<file path="src/rtl/mem_scheduler_pkg.sv">
// Shared types and constants for the memory request scheduler and its store buffer.
package mem_scheduler_pkg;

    localparam int ADDR_WIDTH = 32;
    localparam int BLOCK_SIZE = 2;
    localparam int BLOCK_BITS = 32 * BLOCK_SIZE;
    localparam int SB_WIDTH   = 2;
    localparam int SB_DEPTH   = 1 << SB_WIDTH;

    localparam logic [ADDR_WIDTH-1:0] IO_BASE = 32'h0003_0000;
    localparam logic [SB_WIDTH:0]     SB_FULL_COUNT = (SB_WIDTH + 1)'(SB_DEPTH);

    localparam logic [2:0] WIDTH_BYTE = 3'd1;
    localparam logic [2:0] WIDTH_HALF = 3'd2;
    localparam logic [2:0] WIDTH_WORD = 3'd4;

    typedef enum logic [1:0] {
        OWN_FETCH = 2'd0,
        OWN_LOAD  = 2'd1,
        OWN_DRAIN = 2'd2
    } owner_e;

    typedef enum logic {
        ST_IDLE = 1'b0,
        ST_BUSY = 1'b1
    } state_e;

    typedef struct packed {
        logic [ADDR_WIDTH-1:0] addr;
        logic [2:0]            width;
        logic [31:0]           data;
    } sb_entry_t;

    // Rotation order fetch -> load -> drain -> fetch.
    function automatic owner_e next_owner(input owner_e o);
        case (o)
            OWN_FETCH: return OWN_LOAD;
            OWN_LOAD:  return OWN_DRAIN;
            default:   return OWN_FETCH;
        endcase
    endfunction

endpackage

</file>
<file path="src/rtl/mem_scheduler_store_buffer.sv">
// In-order posted-store FIFO with a combinational load-conflict check against every live entry.
module mem_store_buffer
    import mem_scheduler_pkg::*;
(
    input  logic                  clk_i,
    input  logic                  rst_i,
    input  logic                  rdy_i,
    input  logic                  push_i,
    input  sb_entry_t             push_entry_i,
    input  logic                  pop_i,
    input  logic [ADDR_WIDTH-1:0] ld_addr_i,
    output sb_entry_t             head_o,
    output logic [SB_WIDTH:0]     count_o,
    output logic                  full_o,
    output logic                  conflict_o
);

    localparam logic [SB_WIDTH-1:0] PTR_ONE = SB_WIDTH'(1);
    localparam logic [SB_WIDTH:0]   CNT_ONE = (SB_WIDTH + 1)'(1);

    sb_entry_t             entries_q [SB_DEPTH];
    logic [SB_WIDTH-1:0]   head_q;
    logic [SB_WIDTH-1:0]   tail_q;
    logic [SB_WIDTH:0]     count_q;
    logic [SB_WIDTH:0]     count_d;
    logic                  full_q;
    logic                  push_ok_s;
    logic                  pop_ok_s;
    logic                  match_s;
    logic                  io_block_s;
    logic [SB_WIDTH-1:0]   offs_s;

    assign push_ok_s = push_i && !full_q;
    assign pop_ok_s  = pop_i && (|count_q);

    always_comb begin
        case ({push_ok_s, pop_ok_s})
            2'b10:   count_d = count_q + CNT_ONE;
            2'b01:   count_d = count_q - CNT_ONE;
            default: count_d = count_q;
        endcase
    end

    always_ff @(posedge clk_i) begin
        if (rst_i) begin
            head_q  <= '0;
            tail_q  <= '0;
            count_q <= '0;
            full_q  <= 1'b0;
        end else if (rdy_i) begin
            if (push_ok_s) begin
                tail_q <= tail_q + PTR_ONE;
            end
            if (pop_ok_s) begin
                head_q <= head_q + PTR_ONE;
            end
            count_q <= count_d;
            full_q  <= (count_d == SB_FULL_COUNT);
        end
    end

    always_ff @(posedge clk_i) begin
        if (!rst_i && rdy_i && push_ok_s) begin
            entries_q[tail_q] <= push_entry_i;
        end
    end

    // An entry is live when its distance from head is below count; only live entries may block a load.
    always_comb begin
        match_s = 1'b0;
        offs_s  = '0;
        for (int i = 0; i < SB_DEPTH; i++) begin
            offs_s = SB_WIDTH'(i) - head_q;
            if (({1'b0, offs_s} < count_q) &&
                (entries_q[i].addr[ADDR_WIDTH-1:2] == ld_addr_i[ADDR_WIDTH-1:2])) begin
                match_s = 1'b1;
            end else begin
                match_s = match_s;
            end
        end
    end

    assign io_block_s = (ld_addr_i >= IO_BASE) && (|count_q);
    assign conflict_o = match_s || io_block_s;
    assign head_o     = entries_q[head_q];
    assign count_o    = count_q;
    assign full_o     = full_q;

endmodule

</file>
<file path="src/rtl/mem_scheduler.sv">
// Arbitrates fetch, load and store-drain requests onto a single-ported memory controller
// and routes each completion back to its owner.
module mem_scheduler
    import mem_scheduler_pkg::*;
(
    input  logic                  Sys_clk,
    input  logic                  Sys_rst,
    input  logic                  Sys_rdy,
    input  logic                  RoB_clear,
    input  logic                  ICMS_en,
    input  logic [ADDR_WIDTH-1:0] ICMS_addr,
    output logic                  MSIC_en,
    output logic [BLOCK_BITS-1:0] MSIC_block,
    input  logic                  LDMS_en,
    input  logic [ADDR_WIDTH-1:0] LDMS_addr,
    input  logic [2:0]            LDMS_width,
    output logic                  MSLD_en,
    output logic [31:0]           MSLD_data,
    input  logic                  STMS_en,
    input  logic [ADDR_WIDTH-1:0] STMS_addr,
    input  logic [2:0]            STMS_width,
    input  logic [31:0]           STMS_data,
    output logic                  MSST_full,
    output logic                  MSMC_ic,
    output logic                  MSMC_en,
    output logic                  MSMC_wr,
    output logic [2:0]            MSMC_width,
    output logic [ADDR_WIDTH-1:0] MSMC_addr,
    output logic [31:0]           MSMC_data,
    input  logic                  MCMS_r_en,
    input  logic                  MCMS_w_en,
    input  logic                  MCMS_ic_en,
    input  logic [31:0]           MCMS_data,
    input  logic [BLOCK_BITS-1:0] MCMS_block
);

    state_e                state_q;
    owner_e                rr_q;
    owner_e                owner_q;
    owner_e                winner_s;
    owner_e                cand_s;
    logic                  valid_q;
    logic                  discard_q;
    logic                  discard_d;
    logic                  req_ic_q;
    logic                  req_wr_q;
    logic [2:0]            req_width_q;
    logic [ADDR_WIDTH-1:0] req_addr_q;
    logic [31:0]           req_data_q;
    logic                  msic_en_q;
    logic [BLOCK_BITS-1:0] msic_block_q;
    logic                  msld_en_q;
    logic [31:0]           msld_data_q;

    sb_entry_t             sb_push_s;
    sb_entry_t             sb_head_s;
    logic [SB_WIDTH:0]     sb_count_s;
    logic                  sb_full_s;
    logic                  sb_conflict_s;
    logic                  sb_pop_s;
    logic                  done_s;
    logic                  grant_s;
    logic [2:0]            elig_s;

    assign sb_push_s = {STMS_addr, STMS_width, STMS_data};
    assign sb_pop_s  = done_s && (owner_q == OWN_DRAIN);

    mem_store_buffer u_sb (
        .clk_i        (Sys_clk),
        .rst_i        (Sys_rst),
        .rdy_i        (Sys_rdy),
        .push_i       (STMS_en),
        .push_entry_i (sb_push_s),
        .pop_i        (sb_pop_s),
        .ld_addr_i    (LDMS_addr),
        .head_o       (sb_head_s),
        .count_o      (sb_count_s),
        .full_o       (sb_full_s),
        .conflict_o   (sb_conflict_s)
    );

    always_comb begin
        done_s = 1'b0;
        if (state_q == ST_BUSY) begin
            case (owner_q)
                OWN_FETCH: done_s = MCMS_ic_en;
                OWN_LOAD:  done_s = MCMS_r_en;
                OWN_DRAIN: done_s = MCMS_w_en;
                default:   done_s = 1'b0;
            endcase
        end else begin
            done_s = 1'b0;
        end
    end

    assign discard_d = discard_q || (RoB_clear && (owner_q != OWN_DRAIN));
    assign elig_s    = {(|sb_count_s), (LDMS_en && !sb_conflict_s), ICMS_en};

    // A full buffer forces a drain; otherwise scan three slots starting at the rotating pointer.
    always_comb begin
        grant_s  = 1'b0;
        winner_s = OWN_FETCH;
        cand_s   = rr_q;
        if (sb_full_s) begin
            grant_s  = 1'b1;
            winner_s = OWN_DRAIN;
        end else begin
            for (int k = 0; k < 3; k++) begin
                if (!grant_s && elig_s[cand_s]) begin
                    grant_s  = 1'b1;
                    winner_s = cand_s;
                end else begin
                    grant_s  = grant_s;
                end
                cand_s = next_owner(cand_s);
            end
        end
    end

    always_ff @(posedge Sys_clk) begin
        if (Sys_rst) begin
            state_q      <= ST_IDLE;
            rr_q         <= OWN_FETCH;
            owner_q      <= OWN_FETCH;
            valid_q      <= 1'b0;
            discard_q    <= 1'b0;
            req_ic_q     <= 1'b0;
            req_wr_q     <= 1'b0;
            req_width_q  <= 3'd0;
            req_addr_q   <= '0;
            req_data_q   <= 32'h0;
            msic_en_q    <= 1'b0;
            msic_block_q <= '0;
            msld_en_q    <= 1'b0;
            msld_data_q  <= 32'h0;
        end else if (Sys_rdy) begin
            msic_en_q <= 1'b0;
            msld_en_q <= 1'b0;
            case (state_q)
                ST_IDLE: begin
                    if (grant_s) begin
                        state_q   <= ST_BUSY;
                        valid_q   <= 1'b1;
                        owner_q   <= winner_s;
                        rr_q      <= next_owner(winner_s);
                        discard_q <= 1'b0;
                        case (winner_s)
                            OWN_FETCH: begin
                                req_ic_q    <= 1'b1;
                                req_wr_q    <= 1'b0;
                                req_width_q <= WIDTH_WORD;
                                req_addr_q  <= ICMS_addr;
                                req_data_q  <= 32'h0;
                            end
                            OWN_LOAD: begin
                                req_ic_q    <= 1'b0;
                                req_wr_q    <= 1'b0;
                                req_width_q <= LDMS_width;
                                req_addr_q  <= LDMS_addr;
                                req_data_q  <= 32'h0;
                            end
                            default: begin
                                req_ic_q    <= 1'b0;
                                req_wr_q    <= 1'b1;
                                req_width_q <= sb_head_s.width;
                                req_addr_q  <= sb_head_s.addr;
                                req_data_q  <= sb_head_s.data;
                            end
                        endcase
                    end
                end
                ST_BUSY: begin
                    discard_q <= discard_d;
                    if (done_s) begin
                        valid_q <= 1'b0;
                        state_q <= ST_IDLE;
                        if ((owner_q == OWN_FETCH) && !discard_d) begin
                            msic_en_q    <= 1'b1;
                            msic_block_q <= MCMS_block;
                        end
                        if ((owner_q == OWN_LOAD) && !discard_d) begin
                            msld_en_q   <= 1'b1;
                            msld_data_q <= MCMS_data;
                        end
                    end
                end
                default: begin
                    state_q <= ST_IDLE;
                    valid_q <= 1'b0;
                end
            endcase
        end
    end

    // Drop the request the instant its completion arrives so the controller never re-samples it.
    assign MSMC_en    = valid_q && !(MCMS_r_en || MCMS_w_en || MCMS_ic_en);
    assign MSMC_ic    = req_ic_q;
    assign MSMC_wr    = req_wr_q;
    assign MSMC_width = req_width_q;
    assign MSMC_addr  = req_addr_q;
    assign MSMC_data  = req_data_q;
    assign MSIC_en    = msic_en_q;
    assign MSIC_block = msic_block_q;
    assign MSLD_en    = msld_en_q;
    assign MSLD_data  = msld_data_q;
    assign MSST_full  = sb_full_s;

endmodule

</file>
<file path="config.mk">
export PLATFORM = sky130hd
export DESIGN_NAME = mem_scheduler
export DESIGN_NICKNAME = d
export VERILOG_FILES = /design/src/rtl/mem_scheduler_pkg.sv /design/src/rtl/mem_scheduler_store_buffer.sv /design/src/rtl/mem_scheduler.sv
export SDC_FILE = /design/constraint.sdc
export NUM_CORES = 1
export LEC_CHECK = 0
export BUFFER_PORTS_ARGS = -buffer_cell sky130_fd_sc_hd__buf_4
export CORE_ASPECT_RATIO = 0.7
export CORE_MARGIN = 2
export CORE_UTILIZATION = 50
export DETAILED_ROUTE_END_ITERATION = 10
export PLACE_DENSITY = 0.81
export SLEW_MARGIN = 20
export SYNTH_ARGS = -nofsm -noshare
export SYNTH_HDL_FRONTEND = slang
export SYNTH_SLANG_ARGS = --single-unit
</file>
<file path="constraint.sdc">
create_clock -name Sys_clk -period 4.8 [get_ports Sys_clk]
set_clock_uncertainty 0.15 [all_clocks]
set_input_delay 0.48 -clock Sys_clk [delete_from_list [all_inputs] [get_ports Sys_clk]]
set_output_delay 0.48 -clock Sys_clk [all_outputs]
set_load 0.005 [all_outputs]
</file>
-- Word level (Yosys, flattened, before mapping)
Memories as Yosys holds them, arrays and structs flattened. A register that Yosys moved wholly into a read port is not among the register bits.
Index checks and enable logic that the tools add are counted.
- register bits after elaboration: 182
- RAM bits: 268
- input bits: 240
- output and inout port bits: 169
- word-level logic and storage cells: 143
- memories: 1
- memories (name ; words ; width ; read ports ; clocked after Yosys merged registers in ; write ports ; RTL line ; source):
    u_sb.entries_q ; 4 ; 67 ; 5 ; 1 ; 1 ; mem_scheduler_store_buffer.sv:21 ; sb_entry_t entries_q [SB_DEPTH];
- add/subtract/negate cells: 8
- $lt $le $gt $ge: 8
- equal/unequal tests: 15
- mux-type cells: 51
- bitwise operators: 1
- reductions and logical operators: 41
- operators by type and width (kind ; number):
    $eq 30x30->1 ; 4
    $pmux 32 s2 ; 1
    $ge 32x18->1 const B ; 1
    $mux 32 ; 1
    $mux 1 ; 29
    $logic_and 1x1->1 ; 17
    $mux 2 ; 8
    $lt 2x3->1 ; 4
    $pmux 2 s2 ; 3
    $pmux 3 s2 ; 2
    $eq 2x1->1 const B ; 5
    $lt 2x3->1 const B ; 3
    $logic_not 2->1 ; 4
    $reduce_and 4->1 ; 2
    $logic_not 1->1 ; 7
    $bmux 1 s2 ; 3
    $pmux 1 s2 ; 3
    $reduce_and 2->1 ; 3
    $reduce_and 3->1 ; 2
    $add 2x1->2 const B ; 2
    $eq 2x2->1 const B ; 2
    $logic_or 1x1->1 ; 4
    $ne 2x2->1 const B ; 2
    $sub 1x2->2 const A ; 2
    other kinds (9) ; 10

-- Longest topological paths before layout
Gate-level depths: netlist of run 1.
- depth after elaboration: 25
- depth in mapped cells: 13
- depth with buffers taken out: 10

-- Cells and area by module
From an unflattened synthesis of run 1, not the netlist that was laid out.
- cell total of the unflattened synthesis: 1437
- area total of the unflattened synthesis: 18447.7 µm²
- by module, submodules not included (module ; instances ; cells each ; area an instance (µm²) ; sequential area each (µm²)):
    mem_store_buffer ; 1 ; 609 ; 11718.7 ; 8247.9
    mem_scheduler ; 1 ; 828 ; 6729.0 ; 3483.3

-- Worst setup path after synthesis of run 1
No wires, ideal clock.
- path kind: in2reg
- start point: input Sys_rdy
- end point: memory u_sb.entries_q[0][0] in the netlist's numbering, enable pin
- setup time: 0.432 ns
- arrival time: 2.937 ns
- required time: 4.218 ns
- slack: 1.280 ns
- cell stages on the path: 5
- path buffers: 1
- cell sequence: clkbuf_1 -> inv_1 -> or2_2 -> nor2_1 -> and2_1
- longest elaborated chain between the ends: 4
- RTL lines (what ; RTL line ; source):
    start: declaration ; mem_scheduler.sv:8 ; input logic Sys_rdy,
    $logic_and 1x1->1 (2 in a row) ; mem_scheduler_store_buffer.sv:63 ; if (!rst_i && rdy_i && push_ok_s) begin
    $mux 1 ; mem_scheduler_store_buffer.sv:63 ;
    $mux 1 (not written as such) ; mem_scheduler_store_buffer.sv:64 ; entries_q[tail_q] <= push_entry_i;
    end: declaration ; mem_scheduler_store_buffer.sv:21 ;
Every way passes these cells.

==> impl_results.md, run 1 <==
* Reg-to-reg endpoint: MSMC_addr[7]
* Starting Density at about half
* Fin nets at 2148
* Dominant synthesized flop cell: edfxtp_1
* #FFs+latches synth at roughly 450
* Post-synth cell types at 47
* GRT Util Overall at around 28%
* Crit-path cells: xor2_1 > nor4_1 > buf_4 > nand4_1 > a2111oi_2 > nor4_1 > and3_1 > a221oi_1 > o32ai_1
* Vias at 13900
* Reg power frac at a little under 50%
* Worst EP arrival at about 4400 ps
* Worst hold path depth at 3
* WL final at between 50000 and 60000 um
* Net Count, Synth at 1716
* Post-synth EDFFs at 268
* MaxCap Viol Count at 0
* Max-slew violations at 0
* DRT iter0 DRCs at around 1400
* R2r startpoint: u_sb.entries_q[0][58]
* Initial antenna violation count at 4
* Ys Warns at 0
* HPWL after detailed placement at roughly 40000 um
* Power density over the cells at approximately 350 mW/mm^2
* Asr flop ratio synth at 0%
* Row cnt at 59
* Syn Area/Cell at roughly 13 sq um
* Critical path buffers and inverters at 1
* CORE AREA at ~0.037 sq mm
* Crit path max-delay family: compound AO/OA/AOI/OAI gates
* Clk root buf: clkbuf_16
* Maximum VDD drop at 0.000327 V
* First-pass GRT wire length at about 85000 um
* Period utilization at 85.7%
* Post-route DRC at 0
* Die height at between 150 and 200 um
* Worst-Margin Slew at between 1000 and 1500 ps
* Setup CP Type: flip-flop to flip-flop
* Layout cells sized above 1 at roughly 31%
* Syn Std Cell Area at between 0.015 and 0.02 sq mm
* DP Worst Slack at around 670 ps
* H-tree lvl count at 2
* Crit path max fanout at 12
* TritonCTS clock tree: yes
* Required time of the critical path at just over 5000 ps
* Reg2Reg Depth at 9
* Comb power frac at 10.3%
* Via/cell ratio at about 5.7
* Setup ws final at slightly below 700 ps
* Clock buffer depth at 3
* Hold endpoint: MSMC_addr[24]
* Min-delay worst type: input port to flip-flop
* CP max stage delay at 910 ps
* Max Freq at 0.243 GHz
* Min-delay src: ICMS_addr[24]
* Status: finished, final reports clean
* Clock group share of total power at 40.2%
* Die ar. at between 0.03 and 0.04 sq mm
* Port Buffers at 408
* RSZ-0062 raised after global routing: no
* Switching Fraction at 22.9%
* Vias in the first global route at ~14000
* Fin crit period at ~4100 ps
* Slowest stage cell, crit path: a221oi_1
* NetSw at roughly 2 mW
* Leakage power at around 8.9 nW
* Largest net degree at the start of global routing at between 80 and 90
* Crit path launch type: flip-flop
* Count of final setup violators at 0
* Syn Inst Count at between 1000 and 1500
* Internal at 6.65 mW
* Cell mode on critical path: nor4_1
* # IOs at about 410
* Synthesis-to-layout area growth at 30.2%
* Worst-path clk slew at approximately 70 ps
* Tightest slew margin relative to the limit at 30.7%
* Die width at 235 um
* Clock sink count at about 450
* Post-DRT Antenna Nets at 0
* Seq/Total Area, Yosys at around 63%
* DR WL/cell at between 20 and 25 um
* Setup_tns at 0 ps
* Final Hold Vio Count at 0
* Reg-to-reg slack, setup at slightly below 700 ps
* Commonest non-fill, non-tap cells in the layout: 431 x buf_4, 268 x edfxtp_1, 235 x nand2_1
* Worst skew pair latency at roughly 560 ps
* Gpl congestion at 1.01
* Grt ovf at 0
* Cts bufs inserted at 44
* First-pass iteration count of the detailed router at 5
* Commonest non-fill, non-tap cell in the layout: buf_4
* Setup crit end kind: flip-flop
* Setup bufs post-CTS at 0
-- per-stage QoR --
step / hold WS, ps / util (%) / cell area, sq um / instances / power, mW
global placement: 292 / 59.9 / 22100 / 2269 / 5.16
floorplan: 282 / - / 18700 / 1466 / 4.72
detailed placement: 298 / 59.9 / 22100 / 2269 / 5.18
CTS: 5.10 / 65.7 / 24300 / 2422 / 8.67
global route: 10.4 / 65.7 / 24300 / 2424 / 8.90
finish: 23.3 / 65.7 / 24300 / 2427 / 8.63
-- synthesized netlist by cell type (all sizes together) (4+ instances only) --
| cell type | count | area [sq um] |
|---|---|---|
| a21oi | 141 | 706 |
| a221oi | 33 | 289 |
| and2 | 5 | 31.3 |
| buf | 9 | 61.3 |
| clkbuf | 110 | 413 |
| dfxtp | 184 | 3680 |
| edfxtp | 268 | 8050 |
| ha | 9 | 113 |
| inv | 44 | 165 |
| mux2i | 4 | 40.0 |
| mux4 | 67 | 1510 |
| nand2 | 235 | 882 |
| nand2b | 8 | 50.1 |
| nand3 | 7 | 35.0 |
| nand3b | 33 | 248 |
| nand4 | 9 | 56.3 |
| nor2 | 23 | 86.3 |
| nor2b | 38 | 238 |
| nor3 | 14 | 70.1 |
| nor4 | 32 | 200 |
| o21ai | 6 | 33.8 |
| o32ai | 31 | 347 |
| xnor2 | 20 | 175 |
| xor2 | 108 | 946 |
-- power groups by stage --
stage | clock [mW] | combinational (mW) | sequential, mW
after CTS | 3.52 | 0.878 | 4.27
final | 3.46 | 0.888 | 4.27
after floorplan | 0 | 0.380 | 4.34
after detailed placement | 0 | 0.824 | 4.35
after global routing | 3.68 | 0.942 | 4.28
after global placement | 0 | 0.807 | 4.35
-- layout make-up --
class / instances / area [sq um]
Antenna cell: 5 / 12.5
Inverter: 44 / 165
Timing Repair Buffer: 505 / 4000
Clock buffer: 63 / 1240
Multi-Input combinational cell: 851 / 6340
Sequential cell: 452 / 11700
Fill cell: 2709 / 12700
Clock inverter: 19 / 200
Tap cell: 488 / 611
-- how the worst max path moves through the flow --
stage                     slack (ps)  depth (start not counted)                   end             startpoint
after floorplan                 1280                          5  u_sb.entries_q[0][0]                Sys_rdy
after global placement           790                         10          MSMC_addr[8]          LDMS_addr[10]
after detailed placement         670                         10         MSMC_addr[21]          LDMS_addr[10]
after CTS                        870                          9         MSMC_addr[10]  u_sb.entries_q[0][45]
after global routing             630                          9         MSMC_addr[11]  u_sb.entries_q[0][58]
final                            690                          9          MSMC_addr[7]  u_sb.entries_q[0][58]
-- routing by layer --
layer  vias up  GRT usage (%)  part of all wire (%)
met5         -              0                 0.023
met4         2           7.73                   2.6
met3       103           8.45                    11
met2       733           43.8                    45
met1      6857           39.7                    41
li1       6185              -                     -
-- timing repair --
item,4_1_cts,5_1_grt
resized for setup,0,0
hold buffers,71,0
hold endpoints to repair,272,0
-- flip-flops by register name, summed over array words and instances, names as in the netlist, 3 cells and up, named ones only --
name	count
MSLD_data	32
MSIC_block	64
MSMC_width	3
MSMC_data	32
MSMC_addr	32
u_sb.entries_q	268
u_sb.count_o	3
-- kinds of logic after synthesis --
logic type      after synthesis  share of synthesized area [%]
xor+xnor                    128                           6.00
mux                          71                           8.29
compound gates              228                           8.17
simple gates                414                           10.6
flops                       452                           62.8
buf+inv                     163                           3.42
fa+ha+maj                    10                          0.710
-- worst register-to-register path, delay by kind of cell, from the launching register on --
kind                   cells  cell delay [ps]
AO/OA/AOI/OAI              3             1550
AND/OR/NAND/NOR            4             1460
flip-flops                 1              410
buffers and inverters      1              220
XOR/XNOR                   1              180
(Power assumes the default switching activity.)
==> inputs of run 2 (changes only) <==
==> constraint.sdc (replaced) <==
create_clock -name Sys_clk -period 3.9 [get_ports Sys_clk]
set_clock_uncertainty 0.15 [all_clocks]
set_input_delay 0.78 -clock Sys_clk [delete_from_list [all_inputs] [get_ports Sys_clk]]
set_output_delay 0.78 -clock Sys_clk [all_outputs]
set_load 0.005 [all_outputs]
==> run 2 against run 1 <==
Against the previous run:
- flip-flop and latch count stayed put
- cell area is 1.4% lower
- critical path type unchanged
- register-to-register slack worse by 480 ps
- hold slack better by 240 ps
- sequential power is 23% higher
==> impl_results.md, run 2 (synthesis gave the netlist of run 1 again) <==
* Status: finished, final reports clean (unchanged)
* Die width at 235 um (unchanged)
* Port Buffers at 408 (unchanged)
* Min-delay src: STMS_addr[21] (was ICMS_addr[24])
* # IOs at 409 (unchanged)
* First-pass iteration count of the detailed router at 7 (was 5)
* Post-DRT Antenna Nets at 0 (unchanged)
* Worst skew pair latency at 570 ps (was 560 ps)
* Critical path buffers and inverters at 2 (was 1)
* Via/cell ratio at 5.78 (was 5.72)
* RSZ-0062 raised after global routing: no (unchanged)
* Fin area at 0.0240 sq mm (was 0.0243 sq mm)
* WL final at 56500 um (was 56700 um)
* Crit path max-delay family: simple AND/OR/NAND/NOR gates (was compound AO/OA/AOI/OAI gates)
* Clock buffer depth at 3 (unchanged)
* Initial antenna violation count at 9 (was 4)
* Crit path launch type: flip-flop (unchanged)
* Setup bufs post-CTS at 0 (unchanged)
* Filler Cell Count at 2767 (was 2709)
* Final Hold Vio Count at 0 (unchanged)
* Worst EP arrival at 3960 ps (was 4370 ps)
* Largest Register: u_sb.entries_q (unchanged)
* MaxCap Viol Count at 0 (unchanged)
* DR WL/cell at 23.6 um (was 23.3 um)
* Fin nets at 2114 (was 2148)
* Max-slew violations at 0 (unchanged)
* Min-delay worst type: input port to flip-flop (unchanged)
* Row cnt at 59 (unchanged)
* Required time of the critical path at 4170 ps (was 5050 ps)
* Slowest stage cell, crit path: nor4_1 (was a221oi_1)
* Maximum VDD drop at 0.000466 V (was 0.000327 V)
* Commonest non-fill, non-tap cells in the layout: 458 x buf_4, 268 x edfxtp_1, 235 x nand2_1 (was 431 x buf_4, 268 x edfxtp_1, 235 x nand2_1)
* Tightest slew margin relative to the limit at 36.7% (was 30.7%)
* Worst-Margin Slew at 949 ps (was 1040 ps)
* CORE AREA at 0.0370 sq mm (unchanged)
* Reg2Reg Depth at 10 (was 9)
* R2r startpoint: u_sb.entries_q[0][46] (was u_sb.entries_q[0][58])
* Die ar. at 0.0389 sq mm (unchanged)
* H-tree lvl count at 2 (unchanged)
* Grt ovf at 0 (unchanged)
* Largest net degree at the start of global routing at 71 (was 86)
* Crit-path cells: xor2_1 > nor4_1 > nand4_1 > a2111oi_2 > nor4_1 > and3_1 > buf_4 > a221oi_1 > buf_4 > o32ai_1 (was xor2_1 > nor4_1 > buf_4 > nand4_1 > a2111oi_2 > nor4_1 > and3_1 > a221oi_1 > o32ai_1)
* Area after DPL at 0.0226 sq mm (was 0.0221 sq mm)
* Post-route DRC at 0 (unchanged)
* Max Freq at 0.271 GHz (was 0.243 GHz)
* Placed cells at 2307 (was 2269)
* Crit path max fanout at 12 (unchanged)
* Clk root buf: clkbuf_16 (unchanged)
* Count of final setup violators at 0 (unchanged)
* GRT Util Overall at 28.5% (about the same)
* Synthesis-to-layout area growth at 28.3% (was 30.2%)
* Vias in the first global route at 13900 (was 13600)
* First-pass GRT wire length at 84500 um (about the same)
* TritonCTS clock tree: yes (unchanged)
* DRT iter0 DRCs at 1438 (was 1420)
* Starting Density at 50.5% (unchanged)
* Worst-path clk slew at 70 ps (about the same)
* HPWL after detailed placement at 40400 um (was 40200 um)
* Cts bufs inserted at 43 (was 44)
* Reg-to-reg slack, setup at 210 ps (was 690 ps)
* Fin crit period at 3690 ps (was 4110 ps)
* Die height at 166 um (unchanged)
* Layout Cells excl Fill at 2393 (was 2427)
* Hold endpoint: u_sb.entries_q[1][56] (was MSMC_addr[24])
* Vias at 13800 (was 13900)
* Clock sink count at 452 (unchanged)
* Final core utilization at 64.8% (was 65.7%)
* Layout cells sized above 1 at 33.3% (was 30.5%)
* Number of flip-flops in the largest register at 268 (unchanged)
* Gpl congestion at 1.06 (was 1.01)
* Period utilization at 94.7% (was 85.7%)
* # hold bufs at CTS at 0 (was 71)
* Leakage power at 8.85 nW (was 8.94 nW)
* CP max stage delay at 630 ps (was 910 ps)
* Reg-to-reg endpoint: MSMC_addr[11] (was MSMC_addr[7])
* Worst hold path depth at 1 (was 3)
* Power density over the cells at 437 mW/mm^2 (was 355 mW/mm^2)
* CTS resizes at 0 (unchanged)
* Setup crit end kind: flip-flop (unchanged)
* Setup CP Type: flip-flop to flip-flop (unchanged)
* Commonest non-fill, non-tap cell in the layout: buf_4 (unchanged)
run 2: changes by cell type in the layout (fill, tap and decap cells not counted), sizes merged, moves of 2 or more:
cell	delta
buf	+38
dlygate4sd3	-71
inv	+2
clkbuf	-2
clkinvlp	+2
bufinv	-3
run 2: final cells by class:
cell class                      instances  area (sq um)  share of cell area, %
Sequential cell                       452         11700                   49.0
Antenna cell                            6          15.0                 0.0627
Tap cell                              488           611                   2.55
Timing Repair Buffer                  472          3710                   15.5
Inverter                               44           165                  0.689
Clock buffer                           61          1210                   5.07
Multi-Input combinational cell        851          6340                   26.5
Clock inverter                         19           165                  0.689
run 2: how the worst max path moves through the flow:
| stage | start | endpoint | cells after the start |
|---|---|---|---|
| finish | u_sb.entries_q[0][46] | MSMC_addr[11] | 10 |
| global route | u_sb.entries_q[0][46] | MSMC_addr[11] | 10 |
| CTS | u_sb.head_q[0] | MSMC_addr[7] | 12 |
| detailed placement | LDMS_addr[7] | MSMC_addr[11] | 11 |
| global placement | LDMS_addr[11] | MSMC_addr[11] | 11 |
| floorplan | Sys_rdy | u_sb.entries_q[0][0] | 5 |
run 2: metrics by stage:
stage	setup WS, ps	hold WS, ps	power (mW)	TNS (ps)
floorplan	80.3	282	5.81	0
finish	208	265	10.5	0
CTS	386	239	10.5	0
global placement	-25.7	292	6.41	-38.8
global route	27.9	242	10.8	0
detailed placement	-102	296	6.44	-280
run 2: layer usage:
metal / vias up / track usage, % / part of all wire (%)
met1: 6762 / 37.9 / 39
met4: 6 / 10.6 / 3.8
met5: - / 0 / 0.073
met2: 820 / 43.4 / 45
li1: 6128 / - / -
met3: 123 / 9.87 / 12
run 2: where the power goes:
group	switching, mW	total, mW	internal [mW]
combinational	0.576	1.11	0.533
sequential	0.0833	5.26	5.17
clock	1.82	4.09	2.27
total	2.48	10.5	7.98
run 2: worst reg2reg max path, stage by stage, from the launching register on:
cell and delay [ps]:
edfxtp_1 410, xor2_1 170, nor4_1 630, nand4_1 220
a2111oi_2 430, nor4_1 190, and3_1 260, buf_4 210
a221oi_1 610, buf_4 210, o32ai_1 70
==> inputs of run 3 (changes only) <==
--- a/config.mk
+++ b/config.mk
@@ -8,10 +8,10 @@
 export BUFFER_PORTS_ARGS = -buffer_cell sky130_fd_sc_hd__buf_4
 export CORE_ASPECT_RATIO = 0.7
 export CORE_MARGIN = 2
-export CORE_UTILIZATION = 50
+export CORE_UTILIZATION = 49
 export DETAILED_ROUTE_END_ITERATION = 10
-export PLACE_DENSITY = 0.81
-export SLEW_MARGIN = 20
+export PLACE_DENSITY = 0.83
+export SLEW_MARGIN = 0
 export SYNTH_ARGS = -nofsm -noshare
 export SYNTH_HDL_FRONTEND = slang
 export SYNTH_SLANG_ARGS = --single-unit
==> constraint.sdc (replaced) <==
create_clock -name Sys_clk -period 3.2 [get_ports Sys_clk]
set_clock_uncertainty 0.15 [all_clocks]
set_input_delay 0.64 -clock Sys_clk [delete_from_list [all_inputs] [get_ports Sys_clk]]
set_output_delay 0.64 -clock Sys_clk [all_outputs]
set_load 0.005 [all_outputs]
==> run 3 against run 2 <==
Against the previous run:
- the run now ends with negative setup slack left
- sequential share of layout area is 2.3 points lower
- register-to-register slack worse by 320 ps
- largest cell class unchanged
- via count is 1.7% higher
- die area is 2.0% higher
- worst setup slack worse by 320 ps
- combinational power is 42% higher
- cell area is 4.9% higher
- final cell count is 3.5% higher
- largest power group unchanged
==> impl_results.md, run 3 (synthesis gave the netlist of run 1 again) <==
* Status: complete, but fails checks (was finished, final reports clean)
* Violated checks: negative setup slack
* Row cnt at 59 (unchanged)
* Die height at 167 um (was 166 um)
* Reg-to-reg endpoint: MSMC_addr[6] (was MSMC_addr[11])
* DR WL/cell at 22.9 um (was 23.6 um)
* Post-DRT Antenna Nets at 0 (unchanged)
* # IOs at 409 (unchanged)
* WL final at 56700 um (was 56500 um)
* Switching Fraction at 23.5% (was 23.8%)
* H-tree lvl count at 2 (unchanged)
* Vias at 14100 (was 13800)
* MaxCap Viol Count at 0 (unchanged)
* Min-delay worst type: input port to flip-flop (unchanged)
* Fin area at 0.0251 sq mm (was 0.0240 sq mm)
* Synthesis-to-layout area growth at 34.5% (was 28.3%)
* Largest net degree at the start of global routing at 84 (was 71)
* Vias in the first global route at 13900 (about the same)
* Comb power frac at 12.0% (was 10.6%)
* Internal at 10.0 mW (was 7.98 mW)
* R2r startpoint: u_sb.entries_q[0][45] (was u_sb.entries_q[0][46])
* Reg2Reg Depth at 12 (was 10)
* Starting Density at 50.0% (was 50.5%)
* Max Freq at 0.302 GHz (was 0.271 GHz)
* Worst hold slack at 133 ps (was 265 ps)
* Clock group share of total power at 39.2% (was 39.1%)
* Leakage power at 9.42 nW (was 8.85 nW)
* Fin nets at 2194 (was 2114)
* Final Total Pwr at 13.1 mW (was 10.5 mW)
* Placed cells at 2372 (was 2307)
* Crit path capture: MSMC_addr[6] (was MSMC_addr[11])
* GRT Util Overall at 27.1% (was 28.5%)
* Clk root buf: clkbuf_16 (unchanged)
* Period utilization at 103% (was 94.7%)
* Number of flip-flops in the largest register at 268 (unchanged)
* Worst skew pair latency at 550 ps (was 570 ps)
* Crit path max fanout at 9 (was 12)
* First-pass iteration count of the detailed router at 5 (was 7)
* Initial antenna violation count at 12 (was 9)
* Die ar. at 0.0397 sq mm (was 0.0389 sq mm)
* Setup CP Type: flip-flop to flip-flop (unchanged)
* Grt ovf at 0 (unchanged)
* DRT iter0 DRCs at 1208 (was 1438)
* Reg power frac at 48.7% (was 50.2%)
* Port Buffers at 408 (unchanged)
* HPWL after detailed placement at 40200 um (was 40400 um)
* Gpl congestion at 1.04 (was 1.06)
* Crit path launch type: flip-flop (unchanged)
* Power density over the cells at 523 mW/mm^2 (was 437 mW/mm^2)
* Post-route DRC at 0 (unchanged)
* Clock sink count at 452 (unchanged)
* Setup crit end kind: flip-flop (unchanged)
* Area after DPL at 0.0232 sq mm (was 0.0226 sq mm)
* Cts bufs inserted at 43 (unchanged)
* Worst hold path depth at 1 (unchanged)
* Worst-Margin Slew at 836 ps (was 949 ps)
* Via/cell ratio at 5.68 (was 5.78)
* Reg-to-reg slack, setup at -110 ps (was 210 ps)
* First-pass GRT wire length at 81600 um (was 84500 um)
* Fin crit period at 3310 ps (was 3690 ps)
* CORE AREA at 0.0374 sq mm (was 0.0370 sq mm)
* Max-slew violations at 0 (unchanged)
* Layout Cells excl Fill at 2476 (was 2393)
* Commonest non-fill, non-tap cell in the layout: buf_4 (unchanged)
* Maximum VDD drop at 0.000475 V (was 0.000466 V)
* Min-delay src: STMS_width[0] (was STMS_addr[21])
* NetSw at 3.09 mW (was 2.48 mW)
* Setup ws final at -112 ps (was 208 ps)
* Die width at 237 um (was 235 um)
* Largest Register: u_sb.entries_q (unchanged)
* TritonCTS clock tree: yes (unchanged)
* Worst-path clk slew at 70 ps (about the same)
* DP Worst Slack at -1030 ps (was -102 ps)
* Worst EP arrival at 3570 ps (was 3960 ps)
* Required time of the critical path at 3460 ps (was 4170 ps)
* Count of final setup violators at 30 (was 0)
* Final Hold Vio Count at 0 (unchanged)
* RSZ-0062 raised after global routing: yes (was no)
* Commonest non-fill, non-tap cells in the layout: 517 x buf_4, 268 x edfxtp_1, 235 x nand2_1 (was 458 x buf_4, 268 x edfxtp_1, 235 x nand2_1)
* Worst Setup SP: u_sb.entries_q[0][45] (was u_sb.entries_q[0][46])
* Layout cells sized above 1 at 37.3% (was 33.3%)
* Tightest slew margin relative to the limit at 44.3% (was 36.7%)
* Clock buffer depth at 3 (unchanged)
-- run 3: changes by cell type in the layout (fill, tap and decap cells not counted), sizes merged --
cell and change:
inv -4, clkbuf +9, clkinv +1, clkinvlp -2, buf +76, diode +3
-- run 3: final cells by class --
class / instances / area, sq um
Sequential cell: 452 / 11700
Inverter: 44 / 165
Fill cell: 2593 / 12200
Tap cell: 488 / 611
Clock inverter: 14 / 138
Timing Repair Buffer: 552 / 4580
Multi-Input combinational cell: 851 / 6550
Antenna cell: 9 / 22.5
Clock buffer: 66 / 1310
-- run 3: how the worst min path moves through the flow --
stage	endpoint	slack, ps
after floorplan	valid_q	280
after detailed placement	MSLD_data[24]	300
after global routing	u_sb.entries_q[3][10]	110
final	u_sb.entries_q[1][32]	130
after global placement	MSMC_width[2]	290
after CTS	u_sb.entries_q[3][16]	110
-- run 3: power by group through the flow --
stage / Combinational, mW / Sequential (mW) / Clock, mW
after floorplan: 0.575 / 6.51 / 0
after global placement: 1.39 / 6.51 / 0
after detailed placement: 1.43 / 6.52 / 0
after CTS: 1.45 / 6.40 / 5.23
after global routing: 1.66 / 6.41 / 5.47
final: 1.58 / 6.40 / 5.15
-- run 3: stage by stage --
step,util [%],TNS (ps)
final,67.3,-1670
after global routing,67.2,-3740
after CTS,66.3,0
after detailed placement,62.2,-55740
after global placement,62.2,-53080
after floorplan,-,-1540
-- run 3: repair_timing --
item                       CTS  global route
buffers inserted             1            10
cloned                       0             4
setup endpoints to repair   75            70
pin swaps                    3             3
resized for setup           16            17
hold buffers                 0             0
hold endpoints to repair     0             0
-- run 3: layer usage --
metal / wire length, um / vias to the layer above / GRT usage (%) / part of all wire [%]
li1: - / 6291 / - / -
met1: 21400 / 6875 / 33.6 / 38
met2: 26800 / 758 / 43.6 / 47
met3: 6560 / 142 / 10.1 / 12
met4: 1970 / 6 / 9.95 / 3.5
met5: 38 / - / 0 / 0.067
-- run 3: critical path: stages, from the launching register on --
cell       delay [ps]
edfxtp_1          430
xor2_1            210
nor4_2            320
buf_4             180
nand4_1           180
buf_4             220
a2111oi_4         300
nor4_4            120
and3_4            200
buf_4             200
a221oi_1          350
buf_4             230
o32ai_1           100
